<file path="config.mk">
export PLATFORM = sky130hd
export DESIGN_NAME = dp_line_timer
export DESIGN_NICKNAME = d
export VERILOG_FILES = /design/src/rtl/dp_pkg.sv /design/src/rtl/dp_frac_acc.sv /design/src/rtl/dp_line_timer.sv
export SDC_FILE = /design/constraint.sdc
export NUM_CORES = 1
export LEC_CHECK = 0
export ABC_AREA = 1
export ABC_CLOCK_PERIOD_IN_PS = 12100
export CAP_MARGIN = 20
export CORE_AREA = 8 8 142 144
export CTS_BUF_LIST = sky130_fd_sc_hd__clkbuf_4
export DETAILED_ROUTE_END_ITERATION = 16
export DIE_AREA = 0 0 150 152
export GPL_TIMING_DRIVEN = 0
export PLACE_DENSITY = 0.95
export SLEW_MARGIN = 5
export SYNTH_ARGS = -nofsm -noshare
export SYNTH_HDL_FRONTEND = slang
export SYNTH_SLANG_ARGS = --single-unit
export TNS_END_PERCENT = 10
</file>
<file path="constraint.sdc">
create_clock -name dpclk -period 12.1 [get_ports dpclk]
set_clock_uncertainty 0.15 [all_clocks]
set_input_delay 1.815 -clock dpclk [delete_from_list [all_inputs] [get_ports dpclk]]
set_output_delay 1.815 -clock dpclk [all_outputs]
set_load 0.05 [all_outputs]
</file>
<file path="src/rtl/dp_pkg.sv">
// Shared widths, configuration record and helpers for the DisplayPort line timer.
package dp_pkg;

  localparam int DP_W      = 16;
  localparam int DP_F      = 15;
  localparam int DP_INC_W  = 17;
  localparam int DP_LEAD_W = 4;
  localparam int DP_FRST   = 7;
  localparam int DP_ACC_W  = DP_W + DP_F + 1;

  typedef struct packed {
    logic [DP_W-1:0]      htot;
    logic [DP_W-1:0]      vtot;
    logic [DP_W-1:0]      vact;
    logic [DP_INC_W-1:0]  sclkinc;
    logic [DP_LEAD_W-1:0] dmalead;
  } dp_cfg_t;

  // fiforeset down-counter is never narrower than 3 bits
  function automatic int cnt_width(input int frst);
    return ($clog2(frst + 1) > 3) ? $clog2(frst + 1) : 3;
  endfunction

endpackage

</file>
<file path="src/rtl/dp_frac_acc.sv">
// Fractional pixel accumulator: advances by inc per link clock and flags a wrap
// each time the integer pixel position reaches htot (a line is htot+1 pixels).
module dp_frac_acc
  import dp_pkg::*;
#(
  parameter int W     = DP_W,
  parameter int F     = DP_F,
  parameter int INC_W = DP_INC_W
) (
  input  logic             dpclk,
  input  logic             resetn,
  input  logic             clear,
  input  logic [W-1:0]     htot,
  input  logic [INC_W-1:0] inc,
  output logic             wrap
);

  localparam int AW = W + F + 1;
  localparam logic [AW-1:0] ONE = {{W{1'b0}}, 1'b1, {F{1'b0}}};

  // acc holds pixel position plus 1.0, so the fraction left over after a wrap
  // (which may dip below zero when inc < 1) is always representable unsigned.
  logic [AW-1:0] acc;
  logic [AW-1:0] acc_nxt;
  logic [W:0]    span;
  logic          hit;
  logic          run;

  assign span    = {1'b0, htot} + {{W{1'b0}}, 1'b1};
  assign hit     = acc[AW-1:F] >= span;
  assign run     = !clear && (inc != '0);
  assign wrap    = run && hit;
  assign acc_nxt = (hit ? acc - {span, {F{1'b0}}} : acc) + {{(AW-INC_W){1'b0}}, inc};

  // NOTE: registers use non-blocking assignments so every flop samples pre-edge values.
  always_ff @(posedge dpclk or negedge resetn) begin
    if (!resetn)    acc <= ONE;
    else if (clear) acc <= ONE;
    else if (run)   acc <= acc_nxt;
  end

endmodule

</file>
<file path="src/rtl/dp_line_timer.sv">
// Line/frame timing generator: line counter, frame-synchronous config shadowing,
// DMA kick with programmable lead and the FIFO-reset window that follows it.
module dp_line_timer
  import dp_pkg::*;
#(
  parameter int W      = DP_W,
  parameter int F      = DP_F,
  parameter int INC_W  = DP_INC_W,
  parameter int LEAD_W = DP_LEAD_W,
  parameter int FRST   = DP_FRST
) (
  input  logic              dpclk,
  input  logic              resetn,
  input  logic              enable,
  input  logic [W-1:0]      htot,
  input  logic [W-1:0]      vtot,
  input  logic [W-1:0]      vact,
  input  logic [INC_W-1:0]  sclkinc,
  input  logic [LEAD_W-1:0] dmalead,
  input  logic              cfgload,
  output logic              hstart,
  output logic              vstart,
  output logic              dmastart,
  output logic              fiforeset,
  output logic              vactive,
  output logic [W-1:0]      line,
  output logic              cfgbusy
);

  localparam int CW = cnt_width(FRST);
  localparam logic [CW-1:0] FRST_LD = CW'(FRST);

  dp_cfg_t       cfg_in;
  dp_cfg_t       pend;
  dp_cfg_t       shad;
  logic          wrap;
  logic          last_line;
  logic          frame_wrap;
  logic          dma_hit;
  logic          apply;
  logic [W-1:0]  lead_ext;
  logic [W-1:0]  line_nxt;
  logic [W-1:0]  vact_nxt;
  logic [CW-1:0] frst_cnt;

  assign cfg_in = '{htot: htot, vtot: vtot, vact: vact, sclkinc: sclkinc, dmalead: dmalead};

  dp_frac_acc #(.W(W), .F(F), .INC_W(INC_W)) u_acc (
    .dpclk  (dpclk),
    .resetn (resetn),
    .clear  (!enable),
    .htot   (shad.htot),
    .inc    (shad.sclkinc),
    .wrap   (wrap)
  );

  assign last_line  = line == shad.vtot;
  assign frame_wrap = wrap && last_line;
  assign lead_ext   = {{(W-LEAD_W){1'b0}}, shad.dmalead};
  // a lead larger than the frame would alias under modular subtraction, so it is masked
  assign dma_hit    = wrap && (lead_ext <= shad.vtot) && (line == shad.vtot - lead_ext);
  assign apply      = !enable || frame_wrap;
  assign line_nxt   = last_line ? '0 : line + {{(W-1){1'b0}}, 1'b1};
  assign vact_nxt   = apply ? pend.vact : shad.vact;
  assign fiforeset  = frst_cnt != '0;

  always_ff @(posedge dpclk or negedge resetn) begin
    if (!resetn) begin
      pend     <= '0;
      shad     <= '0;
      cfgbusy  <= 1'b0;
      hstart   <= 1'b0;
      vstart   <= 1'b0;
      dmastart <= 1'b0;
      vactive  <= 1'b0;
      line     <= '0;
      frst_cnt <= '0;
    end else begin
      // an apply always takes the old pending set; a simultaneous capture stays pending
      if (cfgload) pend <= cfg_in;
      if (apply)   shad <= pend;
      if (cfgload)    cfgbusy <= 1'b1;
      else if (apply) cfgbusy <= 1'b0;

      if (!enable) begin
        hstart   <= 1'b0;
        vstart   <= 1'b0;
        dmastart <= 1'b0;
        vactive  <= 1'b0;
        line     <= '0;
        frst_cnt <= '0;
      end else begin
        hstart   <= wrap;
        vstart   <= frame_wrap;
        dmastart <= dma_hit;
        if (wrap) line <= line_nxt;
        vactive  <= ((wrap ? line_nxt : line) < vact_nxt);
        if (dmastart)      frst_cnt <= FRST_LD;
        else if (fiforeset) frst_cnt <= frst_cnt - {{(CW-1){1'b0}}, 1'b1};
      end
    end
  end

endmodule

</file>
# Yosys cells after proc, flatten, opt, wreduce, memory -nomap -nowiden
# Index checks and enable logic that the tools add are counted.
[word_totals]
elab_cells = 57
reg_bits = 194
[classes]
addsub = 6
reduce_logical = 10
n_mux = 16
eq_ne = 4
order_cmp = 3
[ops]
columns = ["operator", "n"]
rows = [
  ["$mux 32", 3],
  ["$mux 16", 4],
  ["$add 32x17->32", 1],
  ["$eq 16x16->1", 2],
  ["$sub 32x32->32", 1],
  ["$add 16x1->17 const B", 1],
  ["$ge 17x17->1", 1],
  ["$reduce_bool 17->1", 1],
  ["$add 16x1->16 const B", 1],
  ["$le 4x16->1", 1],
  ["$lt 16x16->1", 1],
  ["$sub 16x4->16", 1],
  ["$mux 3", 3],
  ["$mux 1", 6],
  ["$logic_and 1x1->1", 5],
  ["$ne 3x1->1 const B", 1],
  ["$reduce_bool 3->1", 1],
  ["$sub 3x1->3 const B", 1],
  ["$ne 2x1->1 const B", 1],
  ["$reduce_bool 2->1", 1],
  ["$logic_not 1->1", 1],
  ["$logic_or 1x1->1", 1],
]

# Longest topological paths before layout
# Gate-level depths: netlist of run 1.
[depth]
word_depth = 8
mapped_depth = 35
depth_no_buf = 34

# Hierarchy
# From an unflattened synthesis of run 1, not the netlist that was laid out.
[hier_totals]
cells_unflattened = 1502
area_unflattened_um2 = 11556.1
[by_module_without_submodules]
columns = ["module", "n_inst", "cells_each", "area_each_um2"]
rows = [
  ["dp_line_timer", 1, 867, 7551.0],
  ["dp_frac_acc", 1, 635, 4005.1],
]

# Worst setup path before layout of run 1
# No wires, ideal clock.
[synth_path]
path_type = "register to register"
startpoint = "reg shad[53] (netlist bit)"
endpoint = "reg u_acc.acc[29]"
slack_ps = 7268
path_stages_with_launch = 34
required_ps = 11833
arrival_ps = 4565
period_less_slack_ps = 4832
setup_ps = 117
cell_sequence = "dfrtp_1 > ha_1 > nand3_1 > nor2_1 > nand4_1 > nor3_1 > inv_1 > nor4_1 > nand2_1 > xor2_1 > ha_1 > nand2_1 > nand2_1 > inv_1 > nor2_1 > nor2_1 > nand2_1 > nor2_1 > nand2_2 > buf_12 > buf_12 > buf_6 > nand2_1 > o21ai_0 > ha_1 > nand2_1 > nor2_1 > nand2_1 > o311ai_2 > inv_1 > nor2_2 > nand4_1 > nand3_1 > nand2_1"
[synth_between]
elab_chain_len = 6
word_cells_on_any_way = 7
classes_between = "3 x add/sub; 1 x order compare; 3 x mux"
[synth_rtl]
columns = ["element", "line", "text"]
rows = [
  ["start, declared", "dp_line_timer.sv:35", "dp_cfg_t shad;"],
  ["start signal, assigned", "dp_line_timer.sv:81", "if (apply) shad <= pend;"],
  ["$add 16x1->17 (*)", "dp_frac_acc.sv:29", "assign span = {1'b0, htot} + {{W{1'b0}}, 1'b1};"],
  ["$sub 32x32->32 or $ge 17x17->1 (tied branches)", "dp_frac_acc.sv:33, dp_frac_acc.sv:30", ""],
  ["$mux 32 (*)", "dp_frac_acc.sv:33", "assign acc_nxt = (hit ? acc - {span, {F{1'b0}}} : acc) + {{(AW-INC_W){1'b0}}, inc};"],
  ["$add 32x17->32 (*)", "dp_frac_acc.sv:33", ""],
  ["$mux 32 (*)", "dp_frac_acc.sv:39", "else if (run) acc <= acc_nxt;"],
  ["$mux 32 (*)", "dp_frac_acc.sv:38", "else if (clear) acc <= ONE;"],
  ["end signal, assigned", "dp_frac_acc.sv:39", ""],
  ["end, declared", "dp_frac_acc.sv:23", "logic [AW-1:0] acc;"],
]
# Every way passes the cells marked *; elsewhere a longest branch is shown, timed or not. The select of a mux whose other input is x is not followed.
# A chain may end at the register's enable or synchronous reset.

# Worst setup path in the final report of run 1
[layout_path]
startpoint = "reg shad[53] (netlist bit)"
endpoint = "reg u_acc.acc[27]"
# The elaborated chain is that of the path after synthesis.

==> results of run 1 <==
[worst max-delay path, delay by kind of cell (launching register included)]
kind | cells | cell delay (ns)
buf+inv | 4 | 0.53
fa+ha+maj | 2 | 0.74
xor+xnor | 1 | 0.17
flops | 1 | 0.38
simple gates | 21 | 2.82
compound gates | 4 | 0.88
[metrics by stage]
stage               area [sq um]  hold WS, ns  power, W  worst slack, ns  utilization
floorplan                  11400        0.286   0.00159             7.27            -
global placement           12600        0.300   0.00180             1.31        0.709
detailed placement         12600        0.304   0.00185             6.50        0.711
CTS                        12900        0.340   0.00222             6.43        0.728
global route               12900        0.358   0.00240             5.84        0.728
finish                     12900        0.339   0.00223             6.38        0.728
[cell families after synthesis]
| group | Yosys count | synth area share |
|---|---|---|
| buffers and inverters | 232 | 0.0811 |
| XOR/XNOR | 57 | 0.0438 |
| multiplexers | 11 | 0.0109 |
| AND/OR/NAND/NOR | 704 | 0.260 |
| flip-flops | 194 | 0.426 |
| AO/OA/AOI/OAI | 223 | 0.110 |
| adder cells (fa/ha/maj) | 60 | 0.0679 |
[state kept, by name (all words and copies together), names as in the netlist]
name,count
line,16
lead_ext,4
vactive,1
frst_cnt,3
u_acc.acc,32
dmastart,1
hstart,1
shad,65
vstart,1
cfgbusy,1
pend,69
[power by group through the flow]
stage	sequential, W	clock [W]	combinational (W)
finish	0.000821	0.000380	0.00103
global route	0.000832	0.000404	0.00116
CTS	0.000819	0.000379	0.00102
detailed placement	0.000830	0	0.00102
global placement	0.000827	0	0.000977
floorplan	0.000823	0	0.000771
[routing by layer]
| layer | wire (um) | up-vias | GRT usage |
|---|---|---|---|
| li1 | - | 4965 | - |
| met5 | 0 | - | 0 |
| met4 | 1410 | 0 | 0.130 |
| met3 | 1860 | 103 | 0.0475 |
| met2 | 14800 | 441 | 0.452 |
| met1 | 12000 | 4887 | 0.327 |
[cell type report]
| type | count | share of cell area |
|---|---|---|
| clock inverter | 15 | 0.0136 |
| timing repair buffer | 94 | 0.0744 |
| inverter | 192 | 0.0558 |
| multi-input combinational | 1055 | 0.433 |
| sequential | 194 | 0.375 |
| buffer | 40 | 0.0156 |
| antenna | 1 | 0.000193 |
| tap | 229 | 0.0221 |
| clock buffer | 17 | 0.00986 |
[cells in the final DEF, fill, tap and decap left out, drive strengths merged, types with 4 or more instances in the layout]
master         instances
clkbuf                40
nor2                 119
mux2                  11
o22ai                  5
clkinv                 4
ha                    57
nand3                 62
inv                  202
nand2                466
xnor2                 24
xor2                  33
nand4                 16
and2                   5
dfrtp                193
buf                   19
clkdlybuf4s50         92
a21oi                 52
nor3                  20
a21o                   6
or2                    7
o31ai                  5
o21ai                134
[worst paths after layout]
check | startpoint | to | depth (start not counted)
hold / removal | pend[58]$_DFFE_PN0P_ | pend[58]$_DFFE_PN0P_ | 2
min in group asynchronous | resetn | pend[15]$_DFFE_PN0P_ | 1
hold reg to reg | pend[58]$_DFFE_PN0P_ | pend[58]$_DFFE_PN0P_ | 2
setup / recovery | shad[53]$_DFFE_PN0N_ | u_acc.acc[27]$_DFFE_PN0P_ | 32
max in group asynchronous | resetn | shad[59]$_DFFE_PN0N_ | 2
setup reg to reg | shad[53]$_DFFE_PN0N_ | u_acc.acc[27]$_DFFE_PN0P_ | 32
==> parameters.txt, run 1 <==
Parameter                              Value

Cells and area
  Fraction of final layout cells sized beyond drive strength 1    0.0616
  Count of filler cells inserted in the layout    1281
  Sequential cell area    4860 sq um
  Area of combinational cells with multiple inputs    5610 sq um
  Area growth from synthesis to final layout    13.7%
  Layout Cells excl Fill    1837
  Final net count    1727

Logic synthesis
  Count of distinct cell types in the synthesized netlist    57
  Number of flops mapped to enable cells by yosys    0
  Avg Cell Area, Syn    7.69 sq um
  Cells after synthesis    1481
  FFs w/ async S/R, synth    1.00
  Top post-synthesis cells by area    dfrtp_1, nand2_1, ha_1
  Area fraction of the dominant cell type after synthesis    0.424
  Post-synthesis net count    1614
  Mapped cell area    11400 sq um
  Library cell occupying the most area in the post-synthesis netlist    dfrtp_1
  Post-synthesis register bit count    194
  List of most frequent post-synthesis cells    nand2_1, dfrtp_1, inv_1
  Most common flop cell mapped by yosys    dfrtp_1
  Fraction of the yosys area taken by sequential cells    0.426
  Number of warnings printed during yosys synthesis    0
  Library cell with the highest instance count after synthesis    nand2_1

Drt
  Router iterations before antenna repair    6
  Routed Wire Length    30.1 mm
  WL/cell    16.4 um
  Drt initial violations    890
  Number of vias after detailed routing    10400
  Number of vias per cell after detailed routing    5.66
  Number of nets with antenna violations after detailed routing    0
  Post-detailed-route DRC marker count    0

Placed design
  Last weighted congestion value of the routability-driven placer    0.942
  Detail Placement HPWL    23.1 mm
  Dpl cells    1804
  Total of buffers placed on input and output ports    93

Timing
  Max Clk Rate    175 MHz
  Final setup violating endpoints    0
  Unrepaired setup endpoints after global routing    no
  Measured slew at the worst slew-check pin    0.706 ns
  Minimum clock period after layout    5.72 ns
  Aggregate negative setup slack    0 ns
  Total count of max-transition violations in the final report    0
  Fin crit share    0.472
  Hold violation count in the final report    0
  Slew HR    0.529

Setup path
  Launching element type of the critical path    flip-flop
  WS Path Type    flip-flop to flip-flop
  Flop-to-flop setup slack    6.38 ns
  Category of the worst setup path capture point    flip-flop
  Worst Path Max Fanout    10
  Worst Path Required    12.51 ns
  Delay of the slowest cell on the worst path    0.57 ns
  Most frequent cell on the critical path    nand2_1
  Slowest-stage cell, CP    o311ai_2
  WP data arrival    6.12 ns

CTS
  Post-CTS setup buffers    0
  Clock input transition at the sequential cells of the worst setup and hold paths    0.18 ns
  Cts hold-fix bufs    0
  Root buffer selected by CTS    clkbuf_4
  TritonCTS clock tree    done
  Number of levels in the clock H-tree    4
  Maximum buffer depth of the clock tree    2
  Clk_lat worst skew    0.60 ns
  Resized cells post-CTS    0
  CTS buffer count    17
  Clock tree sinks    194

Global route
  Number of global-route vias before repair    10400
  First-pass GRT wire length    49.6 mm
  Overall routing resource usage    0.269
  Total grt overflow    0
  Pin count of the biggest net entering global routing    105
  Initial antenna violation count    1

Pwr
  Internal Pwr Total    0.00125 W
  Sw Share    0.440
  Combinational Power Share    0.462
  Clock Power Share    0.170
  Leakage    6.52 nW
  Power per Cell Area    173 nW/um^2
  Proportion of power drawn by flip-flops and latches    0.368
  Worst vdd ir    83.9 uV
  Switching component of the power    0.000984 W

Floorplan
  Core footprint    17800 sq um
  Floorplan die height    152 um
  Die outline area    22800 sq um
  Cell Rows    49
  Width of the die    150 um
  # IOs    95
  Initial standard-cell utilization of the core    0.641

Status
  Status    finished, final reports clean

Flow run
  Max-cap check violation count    0

Min path
  Worst min path class    flip-flop to flip-flop
No activity file was read; power rests on OpenSTA's default activity.
==> run 2: changes to the inputs <==
Settings changed: ABC_CLOCK_PERIOD_IN_PS 12100 to 5000, CORE_AREA 8 8 142 144 to 8 8 153 155, DIE_AREA 0 0 150 152 to 0 0 161 163, PLACE_DENSITY 0.95 to 0.89.
Clock period 12.1 ns to 5 ns, I/O delays scaled along.
==> run 2 against run 1 <==
Against the previous run: power rose to 2.5 times the previous value; clock-buffer cell count up 1; combinational power increased to 2.7 times the previous value; worst setup slack worse by 6.3 ns; largest cell class unchanged.
==> parameters.txt, run 2 (synthesis gave the netlist of run 1 again) <==
Parameter                              Value

Global route
  First-pass GRT wire length    51.5 mm
  Pin count of the biggest net entering global routing    112
  Overall routing resource usage    0.239
  Initial antenna violation count    0
  Number of global-route vias before repair    10800
  Total grt overflow    0

Setup path
  Slowest-stage cell, CP    dfrtp_1
  Delay of the slowest cell on the worst path    0.46 ns
  Worst r2r path cells    34
  Worst Path Max Fanout    8
  Launching element type of the critical path    flip-flop
  Top delay family on crit path    simple AND/OR/NAND/NOR gates
  Critical path buffer and inverter count    4
  Worst Path Required    5.37 ns
  WS Path Type    flip-flop to flip-flop
  Most frequent cell on the critical path    nand2_1
  Flop-to-flop setup slack    0.04 ns
  Launching point of the worst reg2reg path    shad[55]$_DFFE_PN0N_
  Worst r2r dst    vactive$_DFF_PN0_
  WP data arrival    5.33 ns
  Category of the worst setup path capture point    flip-flop
  Depth of the critical timing path with buffers and inverters included    34

Timing
  Slew HR    0.432
  Measured slew at the worst slew-check pin    0.852 ns
  Hold violation count in the final report    0
  Minimum clock period after layout    4.96 ns
  Aggregate negative setup slack    0 ns
  Fin crit share    0.993
  Total count of max-transition violations in the final report    0
  Final setup violating endpoints    0
  Unrepaired setup endpoints after global routing    yes
  Max Clk Rate    201 MHz

Cells and area
  Final net count    1753
  Registers with the highest flip-flop counts    pend (69), shad (65), u_acc.acc (32)
  Number of antenna repair diodes    0
  Layout Cells excl Fill    1907
  Top library cells by usage in the layout, fill and taps aside    nand2_1, dfrtp_1, inv_1
  Fraction of final layout cells sized beyond drive strength 1    0.0980
  Commonest non-fill, non-tap cell in the layout    nand2_1
  Register containing the most flip-flops in the final layout    pend
  Largest register FFs    69
  Area growth from synthesis to final layout    17.3%

Placed design
  Total of buffers placed on input and output ports    93
  Last weighted congestion value of the routability-driven placer    0.961
  Detail Placement HPWL    23.6 mm
  Dpl cells    1850

Drt
  Drt initial violations    1027
  Number of vias per cell after detailed routing    5.58
  Post-detailed-route DRC marker count    0
  Number of nets with antenna violations after detailed routing    0
  Router iterations before antenna repair    8
  Routed Wire Length    31.2 mm
  WL/cell    16.3 um
  Number of vias after detailed routing    10600

Pwr
  Sw Share    0.440
  Combinational Power Share    0.490
  Power per Cell Area    418 nW/um^2
  Internal Pwr Total    0.00313 W
  Switching component of the power    0.00246 W
  Worst vdd ir    222 uV
  Leakage    6.70 nW
  Overall Power    0.00559 W
  Clock Power Share    0.155
  Proportion of power drawn by flip-flops and latches    0.356

Floorplan
  Core footprint    20800 sq um
  Floorplan die height    163 um
  # IOs    95
  Width of the die    161 um
  Cell Rows    53
  Die outline area    26200 sq um
  Initial standard-cell utilization of the core    0.547

CTS
  Clock input transition at the sequential cells of the worst setup and hold paths    0.17 ns
  Root buffer selected by CTS    clkbuf_4
  Maximum buffer depth of the clock tree    2
  Cts hold-fix bufs    0
  CTS buffer count    17
  TritonCTS clock tree    done
  Number of levels in the clock H-tree    4
  Clk_lat worst skew    0.60 ns
  Clock tree sinks    194

Min path
  Worst min path class    input port to asynchronous set/reset pin

Status
  Status    finished, final reports clean

Flow run
  Max-cap check violation count    0
## run 2: cell types whose count changed in the layout (fill, tap and decap cells not counted), sizes merged
cell / change
clkinvlp: +2
diode: -1
buf: +23
clkbuf: +4
inv: -4
## run 2: through the flow
stage               hold WS (ns)  instance area, sq um  utilization  setup WS [ns]
detailed placement         0.304                 12700        0.610         -0.744
floorplan                  0.286                 11400            -          0.168
finish                    0.0371                 13400        0.642         0.0370
global placement           0.300                 12700        0.608          -4.88
global route              0.0954                 13400        0.642         -0.259
CTS                       0.0799                 13200        0.633        -0.0261
## run 2: worst register-to-register path: cells and delay by family (launching register included)
kind,cells,cell delay [ns]
AND/OR/NAND/NOR,23,2.47
adder cells (fa/ha/maj),2,0.70
flip-flops,1,0.46
AO/OA/AOI/OAI,3,0.46
buffers and inverters,4,0.37
XOR/XNOR,2,0.29
## run 2: worst max-delay path by stage
stage | from | slack [ns] | endpoint
floorplan | shad[53]$_DFFE_PN0N_ | 0.17 | u_acc.acc[29]$_DFFE_PN0P_
global placement | resetn | -4.88 | pend[26]$_DFFE_PN0P_
detailed placement | shad[53]$_DFFE_PN0N_ | -0.74 | u_acc.acc[27]$_DFFE_PN0P_
CTS | shad[53]$_DFFE_PN0N_ | -0.03 | vactive$_DFF_PN0_
global route | shad[55]$_DFFE_PN0N_ | -0.26 | vactive$_DFF_PN0_
finish | shad[55]$_DFFE_PN0N_ | 0.04 | vactive$_DFF_PN0_
## run 2: routing by layer
metal	routed length [um]	GRT usage	vias to the layer above
li1	-	-	5003
met1	12600	0.280	5071
met2	15200	0.411	450
met3	1690	0.0379	117
met4	1740	0.142	0
met5	0	0	-
## run 2: power groups by stage
stage / clock network (W) / logic (W) / registers (W)
after global placement: 0 / 0.00239 / 0.00200
after CTS: 0.000873 / 0.00261 / 0.00198
after global routing: 0.000928 / 0.00306 / 0.00201
after detailed placement: 0 / 0.00247 / 0.00201
final: 0.000864 / 0.00274 / 0.00199
after floorplan: 0 / 0.00187 / 0.00199
## run 2: timing repair
| item | in CTS | in global routing |
|---|---|---|
| gates resized for setup | 28 | 32 |
| setup buffers | 14 | 13 |
| endpoints found under the setup margin | 16 | 17 |
| hold endpoints to repair | 0 | 0 |
| pin swaps | 16 | 25 |
## run 2: layout make-up
class / instances / area [sq um]
fillers: 1704 / 7460
flip-flops and latches: 194 / 4860
repair buffers: 121 / 1170
clock buffers: 18 / 135
clock inverters: 13 / 143
multi-input cells: 1055 / 5800
well taps: 275 / 344
plain buffers: 39 / 199
inverters: 192 / 728
